==> src/rtl/bus_arb_pkg.sv <==
// Shared types and width helpers for the round-robin bus arbiter and the slave decoder.
package bus_arb_pkg;

    // Arbiter phases: wait for a request, shift in the slave address, own the bus.
    typedef enum logic [1:0] {
        IDLE = 2'd0,
        ADDR = 2'd1,
        BUSY = 2'd2
    } arb_state_t;

    // Default slave-address width, also used by the downstream slave decoder.
    localparam int unsigned SLV_AW_DEFAULT = 2;

    // Width of a master index (bus_grant, round-robin pointer).
    function automatic int unsigned gw_of(input int unsigned n_mst);
        return (n_mst <= 2) ? 1 : $clog2(n_mst);
    endfunction

    // Width of a counter that runs from 0 to n-1.
    function automatic int unsigned cnt_w_of(input int unsigned n);
        return (n <= 2) ? 1 : $clog2(n);
    endfunction

endpackage

==> src/rtl/bus_arbiter_rr_if.sv <==
// Master-side request/address signals and arbiter-side grant/slave-select signals.
// arb_timeout exists only when ARB_TIMEOUT_EN is defined.
interface bus_arbiter_rr_if
    import bus_arb_pkg::*;
#(
    parameter int unsigned N_MST  = 4,
    parameter int unsigned SLV_AW = SLV_AW_DEFAULT
);
    localparam int unsigned GW = gw_of(N_MST);

    logic [N_MST-1:0]  m_request;
    logic [N_MST-1:0]  m_slave_sel;
    logic [N_MST-1:0]  m_grant;
    logic [GW-1:0]     bus_grant;
    logic [SLV_AW-1:0] slave_sel;
    logic              slave_valid;
`ifdef ARB_TIMEOUT_EN
    logic              arb_timeout;
`endif

    // Requesting masters drive requests and serial address bits.
    modport master (
        output m_request,
        output m_slave_sel,
        input  m_grant,
        input  bus_grant,
        input  slave_sel,
        input  slave_valid
`ifdef ARB_TIMEOUT_EN
        , input arb_timeout
`endif
    );

    // The arbiter samples requests and drives grant and slave select.
    modport slave (
        input  m_request,
        input  m_slave_sel,
        output m_grant,
        output bus_grant,
        output slave_sel,
        output slave_valid
`ifdef ARB_TIMEOUT_EN
        , output arb_timeout
`endif
    );

endinterface

==> src/rtl/rr_pick.sv <==
// Combinational round-robin selector: first set request at or after ptr, wrapping.
module rr_pick
    import bus_arb_pkg::*;
#(
    parameter int unsigned N_MST = 4,
    parameter int unsigned GW    = gw_of(N_MST)
) (
    input  logic [N_MST-1:0] req,
    input  logic [GW-1:0]    ptr,
    output logic [GW-1:0]    gnt_idx,
    output logic             any
);

    logic [GW-1:0] idx;

    // Scan ptr, ptr+1, ... modulo N_MST and keep the first requester found.
    always_comb begin
        gnt_idx = '0;
        any     = 1'b0;
        idx     = '0;
        for (int unsigned i = 0; i < N_MST; i++) begin
            idx = GW'((32'(ptr) + i) % N_MST);
            if (!any && req[idx]) begin
                any     = 1'b1;
                gnt_idx = idx;
            end
        end
    end

endmodule

==> src/rtl/bus_arbiter_rr.sv <==
// Round-robin system-bus arbiter for N_MST masters with serial slave-address capture.
// Optional feature macro: ARB_TIMEOUT_EN (forced release after MAX_HOLD BUSY cycles).
module bus_arbiter_rr
    import bus_arb_pkg::*;
#(
    parameter int unsigned N_MST    = 4,
    parameter int unsigned SLV_AW   = SLV_AW_DEFAULT
`ifdef ARB_TIMEOUT_EN
    , parameter int unsigned MAX_HOLD = 64
`endif
) (
    input  logic           sys_clk,
    input  logic           sys_rst,
    bus_arbiter_rr_if.slave bus
);

    localparam int unsigned GW = gw_of(N_MST);
    localparam int unsigned BW = cnt_w_of(SLV_AW);

    arb_state_t        state;
    logic [GW-1:0]     rr_ptr;
    logic [GW-1:0]     owner;
    logic [N_MST-1:0]  grant_q;
    logic [SLV_AW-1:0] shift_q;
    logic [SLV_AW-1:0] sel_q;
    logic              valid_q;
    logic [BW-1:0]     bit_cnt;

    logic [N_MST-1:0]  req_eff;
    logic [GW-1:0]     pick_idx;
    logic              pick_any;
    logic              owner_req;
    logic              owner_bit;
    logic [GW-1:0]     ptr_after_owner;
    logic [SLV_AW-1:0] shift_next;

`ifdef ARB_TIMEOUT_EN
    localparam int unsigned HW = cnt_w_of(MAX_HOLD);
    logic [HW-1:0]     hold_cnt;
    logic              timeout_q;
    logic [N_MST-1:0]  blocked;

    // A master released by timeout stays out of arbitration until it deasserts.
    assign req_eff = bus.m_request & ~blocked;
    assign bus.arb_timeout = timeout_q;
`else
    assign req_eff = bus.m_request;
`endif

    assign owner_req       = bus.m_request[owner];
    assign owner_bit       = bus.m_slave_sel[owner];
    assign ptr_after_owner = (owner == GW'(N_MST - 1)) ? '0 : owner + GW'(1);
    assign shift_next      = SLV_AW'({shift_q, owner_bit});

    assign bus.m_grant     = grant_q;
    assign bus.bus_grant   = owner;
    assign bus.slave_sel   = sel_q;
    assign bus.slave_valid = valid_q;

    rr_pick #(
        .N_MST (N_MST),
        .GW    (GW)
    ) u_pick (
        .req     (req_eff),
        .ptr     (rr_ptr),
        .gnt_idx (pick_idx),
        .any     (pick_any)
    );

    // Arbitration FSM, address shift register and registered bus outputs.
    always_ff @(posedge sys_clk) begin
        if (sys_rst) begin
            state   <= IDLE;
            rr_ptr  <= '0;
            owner   <= '0;
            grant_q <= '0;
            shift_q <= '0;
            sel_q   <= '0;
            valid_q <= 1'b0;
            bit_cnt <= '0;
`ifdef ARB_TIMEOUT_EN
            hold_cnt  <= '0;
            timeout_q <= 1'b0;
            blocked   <= '0;
`endif
        end else begin
`ifdef ARB_TIMEOUT_EN
            timeout_q <= 1'b0;
            blocked   <= blocked & bus.m_request;
`endif
            case (state)
                IDLE: begin
                    if (pick_any) begin
                        grant_q <= N_MST'(1) << pick_idx;
                        owner   <= pick_idx;
                        bit_cnt <= '0;
                        state   <= ADDR;
                    end
                end
                ADDR: begin
                    if (!owner_req) begin
                        grant_q <= '0;
                        rr_ptr  <= ptr_after_owner;
                        state   <= IDLE;
                    end else begin
                        shift_q <= shift_next;
                        if (bit_cnt == BW'(SLV_AW - 1)) begin
                            sel_q   <= shift_next;
                            valid_q <= 1'b1;
                            state   <= BUSY;
`ifdef ARB_TIMEOUT_EN
                            hold_cnt <= '0;
`endif
                        end else begin
                            bit_cnt <= bit_cnt + BW'(1);
                        end
                    end
                end
                BUSY: begin
                    if (!owner_req) begin
                        grant_q <= '0;
                        valid_q <= 1'b0;
                        rr_ptr  <= ptr_after_owner;
                        state   <= IDLE;
                    end
`ifdef ARB_TIMEOUT_EN
                    else if (hold_cnt == HW'(MAX_HOLD - 1)) begin
                        grant_q        <= '0;
                        valid_q        <= 1'b0;
                        rr_ptr         <= ptr_after_owner;
                        state          <= IDLE;
                        timeout_q      <= 1'b1;
                        blocked[owner] <= 1'b1;
                    end else begin
                        hold_cnt <= hold_cnt + HW'(1);
                    end
`endif
                end
                default: state <= IDLE;
            endcase
        end
    end

endmodule

==> src/flat_wrapper.sv <==
// flat-port wrapper written by rule: the top's interface ports become plain ports
module bus_arbiter_rr_flat import bus_arb_pkg::*;
#(
    parameter int unsigned N_MST    = 4,
    parameter int unsigned SLV_AW   = SLV_AW_DEFAULT

)
  (sys_clk, sys_rst, bus_m_request, bus_m_slave_sel, bus_m_grant, bus_bus_grant, bus_slave_sel, bus_slave_valid);
  bus_arbiter_rr_if #(.N_MST(N_MST), .SLV_AW(SLV_AW)) bus_i ();
  input  logic sys_clk;
  input  logic sys_rst;
  input wire logic [$bits(bus_i.m_request)-1:0] bus_m_request;
  input wire logic [$bits(bus_i.m_slave_sel)-1:0] bus_m_slave_sel;
  output wire logic [$bits(bus_i.m_grant)-1:0] bus_m_grant;
  output wire logic [$bits(bus_i.bus_grant)-1:0] bus_bus_grant;
  output wire logic [$bits(bus_i.slave_sel)-1:0] bus_slave_sel;
  output wire logic [$bits(bus_i.slave_valid)-1:0] bus_slave_valid;
  assign bus_i.m_request = bus_m_request;
  assign bus_i.m_slave_sel = bus_m_slave_sel;
  assign bus_m_grant = bus_i.m_grant;
  assign bus_bus_grant = bus_i.bus_grant;
  assign bus_slave_sel = bus_i.slave_sel;
  assign bus_slave_valid = bus_i.slave_valid;
  bus_arbiter_rr #(.N_MST(N_MST), .SLV_AW(SLV_AW)) u_core (.sys_clk(sys_clk), .sys_rst(sys_rst), .bus(bus_i));
endmodule
==> config.mk <==
export PLATFORM = sky130hd
export DESIGN_NAME = bus_arbiter_rr_flat
export DESIGN_NICKNAME = d
export VERILOG_FILES = /design/src/rtl/bus_arb_pkg.sv /design/src/rtl/bus_arbiter_rr_if.sv /design/src/rtl/rr_pick.sv /design/src/rtl/bus_arbiter_rr.sv /design/src/flat_wrapper.sv
export SDC_FILE = /design/constraint.sdc
export NUM_CORES = 1
export LEC_CHECK = 0
export CAP_MARGIN = 20
export CORE_AREA = 2 2 43 45
export CTS_BUF_LIST = sky130_fd_sc_hd__clkbuf_4
export CTS_CLUSTER_DIAMETER = 100
export CTS_CLUSTER_SIZE = 24
export DETAILED_ROUTE_END_ITERATION = 8
export DIE_AREA = 0 0 45 47
export GPL_ROUTABILITY_DRIVEN = 0
export PLACE_DENSITY = 0.8
export SKIP_LAST_GASP = 1
export SLEW_MARGIN = 40
export SYNTH_ARGS = -nofsm -noshare
export SYNTH_HDL_FRONTEND = slang
export SYNTH_SLANG_ARGS = --single-unit
==> constraint.sdc <==
create_clock -name sys_clk -period 3.4 [get_ports sys_clk]
set_input_delay 0.85 -clock sys_clk [delete_from_list [all_inputs] [get_ports sys_clk]]
set_output_delay 0.85 -clock sys_clk [all_outputs]
set_load 0.03 [all_outputs]
==> impl_table.tex, run 1 <==
\begin{tabular}{lr}
\hline
Metric & Value \\
\hline
\multicolumn{2}{l}{\textbf{Synth}} \\
\quad Synthesized netlist net count & 103 \\
\quad Post-Syn Instances & 87 \\
\quad Most frequent cell after synthesis & dfxtp\_1 \\
\quad Average cell area after synthesis & approximately 10 µm² \\
\quad Cell type contributing the most total cell area after synthesis & dfxtp\_1 \\
\quad Mapped cell area & approximately 850 µm² \\
\quad Top post-synthesis cells by count & dfxtp\_1, a21oi\_1, nor2\_1 \\
\quad Fraction of post-synthesis cell area in the top cell type by area & between 30\% and 40\% \\
\quad Share of the yosys chip area belonging to registers & 35.5\% \\
\quad Fraction of synthesis flops using an asynchronous set or reset pin & 0\% \\
\quad Synth top area cells & dfxtp\_1, ha\_1, a21oi\_1 \\
\quad Post-synthesis register bit count & 15 \\
\quad Dominant register cell in the synthesized netlist & dfxtp\_1 \\
\quad Count of different cell masters after synthesis & 30 \\
\quad Number of enable flip-flop cells after synthesis & 0 \\
\quad Warning count from the yosys run & 0 \\
\multicolumn{2}{l}{\textbf{STA}} \\
\quad Count of final max-slew check failures & 0 \\
\quad Max transition margin & a little over half \\
\quad Setup repair after global routing missed its margin & no \\
\quad Total negative slack & 0 ns \\
\quad Crit path setup slack, layout & 0.898 ns \\
\quad Final min period & 2.50 ns \\
\quad Clock tree skew after final layout & between 0.003 and 0.004 ns \\
\quad Final hold violations & 0 \\
\quad Tcrit/Tclk final & approximately 74\% \\
\quad Final count of negative-setup-slack endpoints & 0 \\
\quad Top achievable clock speed & roughly 400 MHz \\
\quad Transition time at the pin with the least slew margin & 0.709 ns \\
\multicolumn{2}{l}{\textbf{Power and ir drop}} \\
\quad Sw Pwr & between 0.0001 and 0.00015 W \\
\quad Clock Power Share & $\sim$26\% \\
\quad PwrDens & 417 nW/µm² \\
\quad Net Sw Frac & about a third \\
\quad Comb power frac & between 20 and 30\% \\
\quad Sequential group share of total power & $\sim$46\% \\
\quad Leakage Power & 0.419 nW \\
\quad Worst IR Drop VDD & around 230 µV \\
\quad Design internal power & 0.000299 W \\
\multicolumn{2}{l}{\textbf{Clock network}} \\
\quad Clock Latency Late Sink & just under 0.3 ns \\
\quad CTS clock-pin slew for the worst setup and hold paths & roughly 0.09 ns \\
\quad Num Clock Sinks & 15 \\
\quad Total of cells resized after clock tree synthesis & 0 \\
\quad CTS Root Cell & clkbuf\_4 \\
\quad Clock tree from TritonCTS & built \\
\quad Number of hold buffers added after CTS & 0 \\
\quad Post-CTS Repair Setup Buffers & 0 \\
\quad CTS H-tree lvls & 1 \\
\quad Number of buffers on the longest clock path & 2 \\
\quad Total CTS buffers & 3 \\
\multicolumn{2}{l}{\textbf{Global route}} \\
\quad Wire length of the first global-routing pass & $\sim$3000 µm \\
\quad Overall fraction of global-route tracks in use & about a fifth \\
\quad Via count of the first global-routing pass & slightly above 700 \\
\quad Antenna violations before repair & 0 \\
\quad Congestion Overflow GR & 0 \\
\quad Maximum number of pins on one net before global-route repair & 15 \\
\multicolumn{2}{l}{\textbf{Place}} \\
\quad Half-perimeter wire length after placement & between 1000 and 1500 µm \\
\quad Port bufs & 18 \\
\quad Pre-CTS setup slack & $\sim$0.59 ns \\
\quad Cell count after placement & about 120 \\
\multicolumn{2}{l}{\textbf{Cells and area}} \\
\quad Fraction of final layout cells sized beyond drive strength 1 & 11.1\% \\
\quad Area growth from synthesis to layout & 25.3\% \\
\quad Count of inserted antenna diode cells & 0 \\
\quad Final core area utilization & 64.2\% \\
\quad Layout net count & about 130 \\
\quad Final instance count without filler cells & 125 \\
\multicolumn{2}{l}{\textbf{Detailed routing}} \\
\quad Count of antenna-violating nets left after detailed routing & 0 \\
\quad Detailed-route wire length & between 1500 and 2000 µm \\
\quad \# DRC & 0 \\
\quad Vias per std cell & around 6.0 \\
\quad Routed wirelength normalized by instance count & 14.6 µm \\
\quad Detailed-routing iteration count for the pre-antenna-repair pass & 4 \\
\quad Vias & 750 \\
\quad Drt first-iter violations & 13 \\
\multicolumn{2}{l}{\textbf{Floorplan}} \\
\quad Placeable Area & $\sim$1700 µm² \\
\quad Count of standard-cell rows & 15 \\
\quad Floorplan die area & around 2100 µm² \\
\quad Effective utilization at floorplan & 51.3\% \\
\quad Die Y-Extent & 47 µm \\
\quad Boundary Pins & 19 \\
\quad Horizontal die dimension & roughly 45 µm \\
\multicolumn{2}{l}{\textbf{Run status}} \\
\quad Status & finished, final reports clean \\
\multicolumn{2}{l}{\textbf{Worst setup path}} \\
\quad Reg-to-reg slack, setup & around 1.5 ns \\
\quad Worst endpoint data arrival time & $\sim$2.7 ns \\
\quad Largest stage delay on the critical path & 0.64 ns \\
\quad Critical path type & primary input to flip-flop \\
\quad Setup crit start kind & primary input \\
\quad Slowest stage cell on the critical path & mux4\_2 \\
\quad Crit end category & flip-flop \\
\quad Data required time of the critical path & $\sim$3.6 ns \\
\quad Max FO, Critical Path & 11 \\
\quad Cells traversed along the worst timing path & clkdlybuf4s50\_1, mux4\_2, a221oi\_1, nor2\_1, a32o\_1 \\
\multicolumn{2}{l}{\textbf{Flow run}} \\
\quad Number of max-capacitance violations reported & 0 \\
\multicolumn{2}{l}{\textbf{Min path}} \\
\quad Path class of the lowest-slack min-delay path & flip-flop to flip-flop \\
\hline
\end{tabular}
flip-flops by register name, summed over array words and instances (netlist names):
| name | count |
|---|---|
| u_core.bus.m_grant | 4 |
| u_core.bus.bus_grant | 2 |
| u_core.bus.slave_sel | 2 |
| u_core.rr_ptr | 2 |
| u_core.state | 2 |
| u_core.bit_cnt | 1 |
| u_core.bus.slave_valid | 1 |
| u_core.shift_q | 1 |
through the flow:
| stage | hold slack (ns) | instance area, µm² | power [W] |
|---|---|---|---|
| after global routing | 0.505 | 1060 | 0.000472 |
| after floorplan | 0.434 | 847 | 0.000293 |
| after global placement | 0.446 | 1030 | 0.000330 |
| final | 0.468 | 1060 | 0.000443 |
| after detailed placement | 0.457 | 1030 | 0.000333 |
| after CTS | 0.470 | 1060 | 0.000444 |
metal layers:
layer	vias up	GRT usage [%]	wire length, µm
li1	370	-	-
met1	346	23.1	776
met2	28	33.4	918
met3	6	5.77	108
met4	0	10.0	27
met5	-	0	0
logic make-up (layout without fill, tap and decap cells):
family          after synthesis  count (layout)  synth area share (%)
compound gates               31              31                  28.2
simple gates                 23              23                  14.2
flops                        15              15                  35.5
buf+inv                       8              29                  5.61
fa+ha+maj                     6               6                  8.86
mux                           4               4                  7.68
critical path: cells and delay by family:
family	cells	cell delay, ns
buffers and inverters	1	0.52
and+or+nand+nor	1	0.12
muxes	1	0.64
AOI/OAI and AO/OA	2	0.56
worst paths after layout:
path                                        startpoint                                 end  cells past startpoint
setup reg to reg  u_core.bus.bus_grant[1]$_SDFFE_PP0P_  u_core.bus.m_grant[1]$_SDFFE_PP0P_                      4
hold reg to reg         u_core.shift_q[0]$_SDFFE_PP0N_      u_core.shift_q[0]$_SDFFE_PP0N_                      2
setup / recovery                      bus_m_request[1]  u_core.bus.m_grant[1]$_SDFFE_PP0P_                      5
hold / removal          u_core.shift_q[0]$_SDFFE_PP0N_      u_core.shift_q[0]$_SDFFE_PP0N_                      2
power groups by stage:
stage | Clock, W | Combinational (W) | Sequential (W)
after CTS | 0.000115 | 0.000127 | 0.000202
after global placement | 0 | 0.000123 | 0.000206
after floorplan | 0 | 0.0000758 | 0.000217
after global routing | 0.000129 | 0.000139 | 0.000204
after detailed placement | 0 | 0.000127 | 0.000206
final | 0.000113 | 0.000127 | 0.000203
cell usage in the layout, fill, tap and decap left out, types with 2 or more instances in the layout:
master	instances
clkdlybuf4s50_1	18
dfxtp_1	15
a21oi_1	9
nor2_1	7
inv_1	6
nand2_1	6
ha_1	6
a32o_1	4
o21ai_0	4
clkbuf_4	4
nand3_1	3
a21o_1	3
mux4_2	2
nor2b_1	2
a211o_1	2
mux2i_1	2
cell type report:
type | count | area, µm²
well taps | 17 | 21.3
repair buffers | 19 | 188
clock buffers | 4 | 30.0
inverters | 6 | 22.5
flip-flops and latches | 15 | 300
fillers | 145 | 591
multi-input cells | 64 | 499
Power figures use the tool's default switching activity.
==> run 2: changes to the inputs <==
--- a/config.mk
+++ b/config.mk
@@ -6,14 +6,14 @@
 export NUM_CORES = 1
 export LEC_CHECK = 0
 export CAP_MARGIN = 20
-export CORE_AREA = 2 2 43 45
+export CORE_AREA = 2 2 44 46
 export CTS_BUF_LIST = sky130_fd_sc_hd__clkbuf_4
 export CTS_CLUSTER_DIAMETER = 100
 export CTS_CLUSTER_SIZE = 24
 export DETAILED_ROUTE_END_ITERATION = 8
-export DIE_AREA = 0 0 45 47
+export DIE_AREA = 0 0 46 48
 export GPL_ROUTABILITY_DRIVEN = 0
-export PLACE_DENSITY = 0.8
+export PLACE_DENSITY = 0.76
 export SKIP_LAST_GASP = 1
 export SLEW_MARGIN = 40
 export SYNTH_ARGS = -nofsm -noshare
==> constraint.sdc (replaced) <==
create_clock -name sys_clk -period 2.5 [get_ports sys_clk]
set_input_delay 0.625 -clock sys_clk [delete_from_list [all_inputs] [get_ports sys_clk]]
set_output_delay 0.625 -clock sys_clk [all_outputs]
set_load 0.03 [all_outputs]
==> run 2 against run 1 <==
  * Power up 36%
  * Combinational power up 46%
  * Wire length up 5.5%
  * Cell area rose by 4.7%
  * Sequential cell count stayed put
  * Cell count rose by 5.6%
  * Register-to-register slack worse by 0.80 ns
  * Highest routed layer unchanged
  * Critical path type is now flip-flop to output port
  * Worst setup slack got worse by 0.50 ns
==> impl_table.tex, run 2 (synthesis gave the netlist of run 1 again) <==
\begin{tabular}{lr}
\hline
Metric & Value \\
\hline
\multicolumn{2}{l}{\textbf{Run status}} \\
\quad Status & finished, final reports clean (unchanged) \\
\multicolumn{2}{l}{\textbf{Floorplan}} \\
\quad Boundary Pins & 19 (unchanged) \\
\quad Effective utilization at floorplan & 50.1\% (was 51.3\%) \\
\quad Horizontal die dimension & 46 µm (was 45 µm) \\
\quad Die Y-Extent & 48 µm (was 47 µm) \\
\quad Placeable Area & 1690 µm² (was 1650 µm²) \\
\quad Floorplan die area & 2210 µm² (was 2120 µm²) \\
\quad Count of standard-cell rows & 15 (unchanged) \\
\multicolumn{2}{l}{\textbf{Detailed routing}} \\
\quad Detailed-route wire length & 1930 µm (was 1830 µm) \\
\quad Drt first-iter violations & 15 (was 13) \\
\quad \# DRC & 0 (unchanged) \\
\quad Vias & 770 (was 750) \\
\quad Highest metal used & met4 (unchanged) \\
\quad Routed wirelength normalized by instance count & 14.6 µm (about the same) \\
\quad Count of antenna-violating nets left after detailed routing & 0 (unchanged) \\
\quad Detailed-routed wire length on met2 & 906 µm (was 918 µm) \\
\quad Met3 routed wirelength & 88 µm (was 108 µm) \\
\quad Vias per std cell & 5.83 (was 6.00) \\
\quad Detailed-routing iteration count for the pre-antenna-repair pass & 4 (unchanged) \\
\quad Sum of routed wire segments on met1 & 926 µm (was 776 µm) \\
\multicolumn{2}{l}{\textbf{STA}} \\
\quad Final min period & 2.10 ns \\
\quad Clock tree skew after final layout & 0.00358 ns (was 0.00393 ns) \\
\quad Top achievable clock speed & 475 MHz \\
\quad Transition time at the pin with the least slew margin & 0.346 ns (was 0.709 ns) \\
\quad Setup repair after global routing missed its margin & no (unchanged) \\
\quad Tcrit/Tclk final & a little over four fifths \\
\quad Final hold violations & 0 (unchanged) \\
\quad Final count of negative-setup-slack endpoints & 0 (unchanged) \\
\quad Count of final max-slew check failures & 0 (unchanged) \\
\quad Max transition margin & 76.9\% (was 52.6\%) \\
\quad Total negative slack & 0 ns (unchanged) \\
\multicolumn{2}{l}{\textbf{Worst setup path}} \\
\quad Worst endpoint data arrival time & 1.48 ns (was 2.69 ns) \\
\quad Cells traversed along the worst timing path & clkdlybuf4s50\_1 (was clkdlybuf4s50\_1, mux4\_2, a221oi\_1, nor2\_1, a32o\_1) \\
\quad Bufs and invs on worst path & 1 (unchanged) \\
\quad Data required time of the critical path & 1.88 ns (was 3.58 ns) \\
\quad Setup crit start kind & flip-flop (was primary input) \\
\quad Slowest stage cell on the critical path & clkdlybuf4s50\_1 (was mux4\_2) \\
\quad Max FO, Critical Path & 6 (was 11) \\
\quad Kind of cell adding the most delay to the critical path & buffers and inverters (was multiplexers) \\
\quad Critical path type & flip-flop to output port (was primary input to flip-flop) \\
\quad Crit end category & output port (was flip-flop) \\
\quad Largest stage delay on the critical path & 0.72 ns (was 0.64 ns) \\
\multicolumn{2}{l}{\textbf{Clock network}} \\
\quad Num Clock Sinks & 15 (unchanged) \\
\quad Post-CTS Repair Setup Buffers & 0 (unchanged) \\
\quad CTS clock-pin slew for the worst setup and hold paths & 0.10 ns (was 0.09 ns) \\
\quad Total of cells resized after clock tree synthesis & 0 (unchanged) \\
\quad Clock tree from TritonCTS & built (unchanged) \\
\quad Clock Latency Late Sink & 0.28 ns (was 0.29 ns) \\
\quad CTS H-tree lvls & 1 (unchanged) \\
\quad Number of buffers on the longest clock path & 2 (unchanged) \\
\quad CTS Root Cell & clkbuf\_4 (unchanged) \\
\quad Total CTS buffers & 3 (unchanged) \\
\quad Number of hold buffers added after CTS & 0 (unchanged) \\
\multicolumn{2}{l}{\textbf{Flow run}} \\
\quad Number of max-capacitance violations reported & 0 (unchanged) \\
\multicolumn{2}{l}{\textbf{Cells and area}} \\
\quad Layout net count & 132 (was 125) \\
\quad Number of filler instances in the final layout & 153 (was 145) \\
\quad Area growth from synthesis to layout & 31.2\% (was 25.3\%) \\
\quad Count of inserted antenna diode cells & 0 (unchanged) \\
\quad Final core area utilization & 65.8\% (was 64.2\%) \\
\quad Fraction of final layout cells sized beyond drive strength 1 & 16.5\% (was 11.1\%) \\
\quad Flip-flop count of the largest register, all copies and words added & 4 (unchanged) \\
\quad Most common cell after layout, fill and taps aside & clkdlybuf4s50\_1 (unchanged) \\
\quad Most frequent cells in the layout & clkdlybuf4s50\_1, dfxtp\_1, a21oi\_1 (unchanged) \\
\quad Combined flip-flop and latch cell area & 300 µm² (unchanged) \\
\quad Combined area of the multi-input logic cells & 499 µm² (unchanged) \\
\multicolumn{2}{l}{\textbf{Min path}} \\
\quad Path class of the lowest-slack min-delay path & flip-flop to flip-flop (unchanged) \\
\multicolumn{2}{l}{\textbf{Power and ir drop}} \\
\quad PwrDens & 542 nW/µm² (was 417 nW/µm²) \\
\quad Leakage Power & 0.453 nW (was 0.419 nW) \\
\quad Power, Total & 0.000603 W (was 0.000443 W) \\
\quad Worst IR Drop VDD & 314 µV (was 230 µV) \\
\multicolumn{2}{l}{\textbf{Global route}} \\
\quad Congestion Overflow GR & 0 (unchanged) \\
\quad Wire length of the first global-routing pass & 3150 µm (was 2970 µm) \\
\quad Via count of the first global-routing pass & 675 (was 710) \\
\quad Maximum number of pins on one net before global-route repair & 14 (was 15) \\
\quad Overall fraction of global-route tracks in use & 20.4\% (was 19.9\%) \\
\quad Antenna violations before repair & 0 (unchanged) \\
\multicolumn{2}{l}{\textbf{Place}} \\
\quad Port bufs & 18 (unchanged) \\
\quad Half-perimeter wire length after placement & 1460 µm (was 1410 µm) \\
\hline
\end{tabular}
[run 2: cell types whose count changed in the layout (fill, tap and decap cells not counted)]
cell	delta
buf_4	+7
clkinv_2	+1
clkbuf_4	-1
[run 2: worst paths after layout]
check / startpoint / endpoint / slack (ns) / depth (start not counted)
min reg2reg: u_core.shift_q[0]$_SDFFE_PP0N_ / u_core.shift_q[0]$_SDFFE_PP0N_ / 0.46 / 2
max: u_core.bus.bus_grant[0]$_SDFFE_PP0P_ / bus_bus_grant[0] / 0.40 / 1
max reg2reg: u_core.bus.bus_grant[1]$_SDFFE_PP0P_ / u_core.state[1]$_SDFFE_PP0P_ / 0.70 / 5
min: u_core.shift_q[0]$_SDFFE_PP0N_ / u_core.shift_q[0]$_SDFFE_PP0N_ / 0.46 / 2
[run 2: layer usage]
layer | vias up | global-route usage (%)
met5 | - | 0
met4 | 0 | 6.86
met3 | 2 | 3.77
met2 | 22 | 34.2
met1 | 358 | 26.4
li1 | 388 | -
[run 2: worst register-to-register path, delay by kind of cell, from the launching register on]
family | cells | cell delay (ns)
flip-flops | 1 | 0.45
AO/OA/AOI/OAI | 3 | 0.54
multiplexers | 1 | 0.55
buffers and inverters | 1 | 0.19
[run 2: area by class of cell]
class	instances	area share, %
multi-input cells	64	44.9
flip-flops and latches	15	27.0
repair buffers	26	21.6
clock buffers	3	2.03
inverters	6	2.03
well taps	17	1.91
clock inverters	1	0.450
[run 2: metrics by stage]
| stage | cell area [µm²] | hold slack [ns] | setup slack (ns) | std cells |
|---|---|---|---|---|
| 6_report | 1110 | 0.461 | 0.397 | 132 |
| 5_1_grt | 1110 | 0.488 | 0.326 | 132 |
| 4_1_cts | 1110 | 0.464 | 0.383 | 132 |
| 3_5_place_dp | 1080 | 0.450 | 0.151 | 128 |
| 3_3_place_gp | 1080 | 0.443 | 0.204 | 128 |
| 2_1_floorplan | 847 | 0.434 | 0.662 | 87 |
[run 2: power by group]
| part | internal, W | leakage (nW) | switching, W |
|---|---|---|---|
| Clock | 0.0000593 | 0.0177 | 0.0000808 |
| Combinational | 0.0000864 | 0.313 | 0.0000994 |
| Sequential | 0.000257 | 0.122 | 0.0000192 |
| Total | 0.000403 | 0.453 | 0.000199 |
==> run 3: changes to the inputs <==
--- a/config.mk
+++ b/config.mk
@@ -6,14 +6,14 @@
 export NUM_CORES = 1
 export LEC_CHECK = 0
 export CAP_MARGIN = 20
-export CORE_AREA = 2 2 44 46
+export CORE_AREA = 2 2 46 48
 export CTS_BUF_LIST = sky130_fd_sc_hd__clkbuf_4
 export CTS_CLUSTER_DIAMETER = 100
 export CTS_CLUSTER_SIZE = 24
 export DETAILED_ROUTE_END_ITERATION = 8
-export DIE_AREA = 0 0 46 48
+export DIE_AREA = 0 0 48 50
 export GPL_ROUTABILITY_DRIVEN = 0
-export PLACE_DENSITY = 0.76
+export PLACE_DENSITY = 0.73
 export SKIP_LAST_GASP = 1
 export SLEW_MARGIN = 40
 export SYNTH_ARGS = -nofsm -noshare
==> constraint.sdc (replaced) <==
create_clock -name sys_clk -period 1.9 [get_ports sys_clk]
set_input_delay 0.475 -clock sys_clk [delete_from_list [all_inputs] [get_ports sys_clk]]
set_output_delay 0.475 -clock sys_clk [all_outputs]
set_load 0.03 [all_outputs]
==> run 3 against run 2 <==
  * Combinational power increased by 42%
  * Non-clock buffer count increased by 3
  * Sequential cell count unchanged
  * Worst hold slack improved by 0.0043 ns
  * Largest cell class unchanged
==> impl_table.tex, run 3 (synthesis gave the netlist of run 1 again) <==
\begin{tabular}{lr}
\hline
Metric & Value \\
\hline
\multicolumn{2}{l}{\textbf{Detailed routing}} \\
\quad Routed wirelength normalized by instance count & 13.8 µm (was 14.6 µm) \\
\quad Count of antenna-violating nets left after detailed routing & 0 (unchanged) \\
\quad Detailed-route wire length & 1990 µm (was 1930 µm) \\
\quad Detailed-routing iteration count for the pre-antenna-repair pass & 4 (unchanged) \\
\quad Vias & 794 (was 770) \\
\quad Vias per std cell & 5.48 (was 5.83) \\
\quad Drt first-iter violations & 2 (was 15) \\
\quad \# DRC & 0 (unchanged) \\
\multicolumn{2}{l}{\textbf{Cells and area}} \\
\quad Layout net count & 135 (was 132) \\
\quad Most common cell after layout, fill and taps aside & dfxtp\_1 (was clkdlybuf4s50\_1) \\
\quad Fraction of final layout cells sized beyond drive strength 1 & 21.2\% (was 16.5\%) \\
\quad Area growth from synthesis to layout & 39.6\% (was 31.2\%) \\
\quad Most frequent cells in the layout & dfxtp\_1, clkdlybuf4s50\_1, buf\_4 (was clkdlybuf4s50\_1, dfxtp\_1, a21oi\_1) \\
\quad Final core area utilization & 62.2\% (was 65.8\%) \\
\quad Combined area of the multi-input logic cells & 524 µm² (was 499 µm²) \\
\quad Flip-flop count of the largest register, all copies and words added & 4 (unchanged) \\
\quad Number of filler instances in the final layout & 166 (was 153) \\
\quad Combined flip-flop and latch cell area & 300 µm² (unchanged) \\
\quad Final instance count without filler cells & 145 (was 132) \\
\quad Count of inserted antenna diode cells & 0 (unchanged) \\
\multicolumn{2}{l}{\textbf{Power and ir drop}} \\
\quad Design internal power & 0.000541 W (was 0.000403 W) \\
\quad PwrDens & 686 nW/µm² (was 542 nW/µm²) \\
\quad Clock Power Share & 22.7\% (was 23.3\%) \\
\quad Sequential group share of total power & 44.8\% (was 45.9\%) \\
\quad Leakage Power & 0.516 nW (was 0.453 nW) \\
\quad Net Sw Frac & 33.4\% (was 33.1\%) \\
\quad Worst IR Drop VDD & 497 µV (was 314 µV) \\
\quad Sw Pwr & 0.000271 W (was 0.000199 W) \\
\quad Comb power frac & 32.5\% (was 30.8\%) \\
\multicolumn{2}{l}{\textbf{Run status}} \\
\quad Status & finished, final reports clean (unchanged) \\
\multicolumn{2}{l}{\textbf{Worst setup path}} \\
\quad Slowest stage cell on the critical path & clkdlybuf4s50\_1 (unchanged) \\
\quad Kind of cell adding the most delay to the critical path & buffers and inverters (unchanged) \\
\quad Critical path type & flip-flop to output port (unchanged) \\
\quad Max FO, Critical Path & 2 (was 6) \\
\quad Bufs and invs on worst path & 1 (unchanged) \\
\quad Setup crit start kind & flip-flop (unchanged) \\
\quad Largest stage delay on the critical path & 0.67 ns (was 0.72 ns) \\
\quad Data required time of the critical path & 1.42 ns (was 1.88 ns) \\
\quad Worst endpoint data arrival time & 1.32 ns (was 1.48 ns) \\
\quad Crit end category & output port (unchanged) \\
\quad Cells traversed along the worst timing path & clkdlybuf4s50\_1 (unchanged) \\
\multicolumn{2}{l}{\textbf{Place}} \\
\quad Half-perimeter wire length after placement & 1570 µm (was 1460 µm) \\
\quad Cell count after placement & 140 (was 128) \\
\quad Port bufs & 18 (unchanged) \\
\multicolumn{2}{l}{\textbf{Flow run}} \\
\quad Number of max-capacitance violations reported & 0 (unchanged) \\
\multicolumn{2}{l}{\textbf{STA}} \\
\quad Final hold violations & 0 (unchanged) \\
\quad Final min period & roughly 1.8 ns \\
\quad Tcrit/Tclk final & between 90\% and 100\% \\
\quad Setup repair after global routing missed its margin & no (unchanged) \\
\quad Final hold slack & 0.465 ns (was 0.461 ns) \\
\quad Final count of negative-setup-slack endpoints & 0 (unchanged) \\
\quad Max transition margin & 76.9\% (about the same) \\
\quad Top achievable clock speed & 557 MHz \\
\quad Transition time at the pin with the least slew margin & 0.346 ns (about the same) \\
\quad Clock tree skew after final layout & 0.00271 ns (was 0.00358 ns) \\
\quad Count of final max-slew check failures & 0 (unchanged) \\
\quad Total negative slack & 0 ns (unchanged) \\
\multicolumn{2}{l}{\textbf{Clock network}} \\
\quad CTS clock-pin slew for the worst setup and hold paths & 0.09 ns (was 0.10 ns) \\
\quad Number of buffers on the longest clock path & 2 (unchanged) \\
\quad Clock tree from TritonCTS & built (unchanged) \\
\quad Clock Latency Late Sink & 0.29 ns (was 0.28 ns) \\
\quad Total CTS buffers & 3 (unchanged) \\
\quad CTS Root Cell & clkbuf\_4 (unchanged) \\
\quad CTS H-tree lvls & 1 (unchanged) \\
\quad Num Clock Sinks & 15 (unchanged) \\
\multicolumn{2}{l}{\textbf{Floorplan}} \\
\quad Count of standard-cell rows & 16 (was 15) \\
\quad Effective utilization at floorplan & 44.5\% (was 50.1\%) \\
\quad Placeable Area & 1900 µm² (was 1690 µm²) \\
\quad Boundary Pins & 19 (unchanged) \\
\quad Floorplan die area & 2400 µm² (was 2210 µm²) \\
\quad Horizontal die dimension & 48 µm (was 46 µm) \\
\quad Die Y-Extent & 50 µm (was 48 µm) \\
\multicolumn{2}{l}{\textbf{Global route}} \\
\quad Overall fraction of global-route tracks in use & 18.9\% (was 20.4\%) \\
\quad Congestion Overflow GR & 0 (unchanged) \\
\quad Wire length of the first global-routing pass & 3240 µm (was 3150 µm) \\
\quad Antenna violations before repair & 0 (unchanged) \\
\quad Via count of the first global-routing pass & 798 (was 675) \\
\quad Maximum number of pins on one net before global-route repair & 14 (unchanged) \\
\multicolumn{2}{l}{\textbf{Min path}} \\
\quad Path class of the lowest-slack min-delay path & flip-flop to flip-flop (unchanged) \\
\hline
\end{tabular}
==> run 3: changes by cell type in the layout (fill, tap and decap cells not counted), sizes merged <==
| cell | previous run | this run |
|---|---|---|
| clkdlybuf4s50 | 18 | 12 |
| buf | 8 | 11 |
| dlygate4sd2 | 0 | 2 |
| dlymetal6s2s | 0 | 4 |
==> run 3: final timing paths <==
| kind | cells after the start | to | slack, ns | from |
|---|---|---|---|---|
| max | 1 | bus_slave_valid | 0.11 | u_core.bus.slave_valid$_SDFFE_PP0P_ |
| max reg2reg | 5 | u_core.bus.slave_valid$_SDFFE_PP0P_ | 0.12 | u_core.bus.bus_grant[1]$_SDFFE_PP0P_ |
| min | 2 | u_core.shift_q[0]$_SDFFE_PP0N_ | 0.47 | u_core.shift_q[0]$_SDFFE_PP0N_ |
| min reg2reg | 2 | u_core.shift_q[0]$_SDFFE_PP0N_ | 0.47 | u_core.shift_q[0]$_SDFFE_PP0N_ |
==> run 3: routing by layer <==
metal	track usage [%]	vias to the layer above	part of all wire, %
li1	-	392	-
met1	20.0	381	41
met2	34.0	17	54
met3	3.66	4	3.3
met4	7.66	0	1.3
met5	0	-	0
==> run 3: what timing repair did <==
action                                 in CTS  in global routing
gates resized for setup                     2                  9
endpoints found under the hold margin       0                  0
buffers inserted                            0                  1
setup endpoints to repair                   2                  8
pin swaps                                   0                  5
hold buffers                                0                  0
==> run 3: layout make-up <==
class                   instances  share of cell area, %
clock buffers                   3                   1.90
clock inverters                 1                  0.423
inverters                       6                   1.90
multi-input cells              64                   44.3
flip-flops and latches         15                   25.4
well taps                      27                   2.86
repair buffers                 29                   23.2
==> run 3: power by group through the flow <==
stage	Clock (W)	Combinational (W)	Sequential, W
after floorplan	0	0.000136	0.000389
after global placement	0	0.000243	0.000369
after detailed placement	0	0.000251	0.000371
after CTS	0.000192	0.000250	0.000363
after global routing	0.000202	0.000286	0.000367
final	0.000184	0.000264	0.000364
==> run 3: through the flow <==
| stage | area, µm² | power, W | worst slack [ns] |
|---|---|---|---|
| 2_1_floorplan | 847 | 0.000524 | 0.0624 |
| 5_1_grt | 1180 | 0.000855 | 0.0404 |
| 3_3_place_gp | 1110 | 0.000613 | -0.245 |
| 4_1_cts | 1140 | 0.000804 | 0.0117 |
| 6_report | 1180 | 0.000812 | 0.106 |
| 3_5_place_dp | 1110 | 0.000622 | -0.296 |
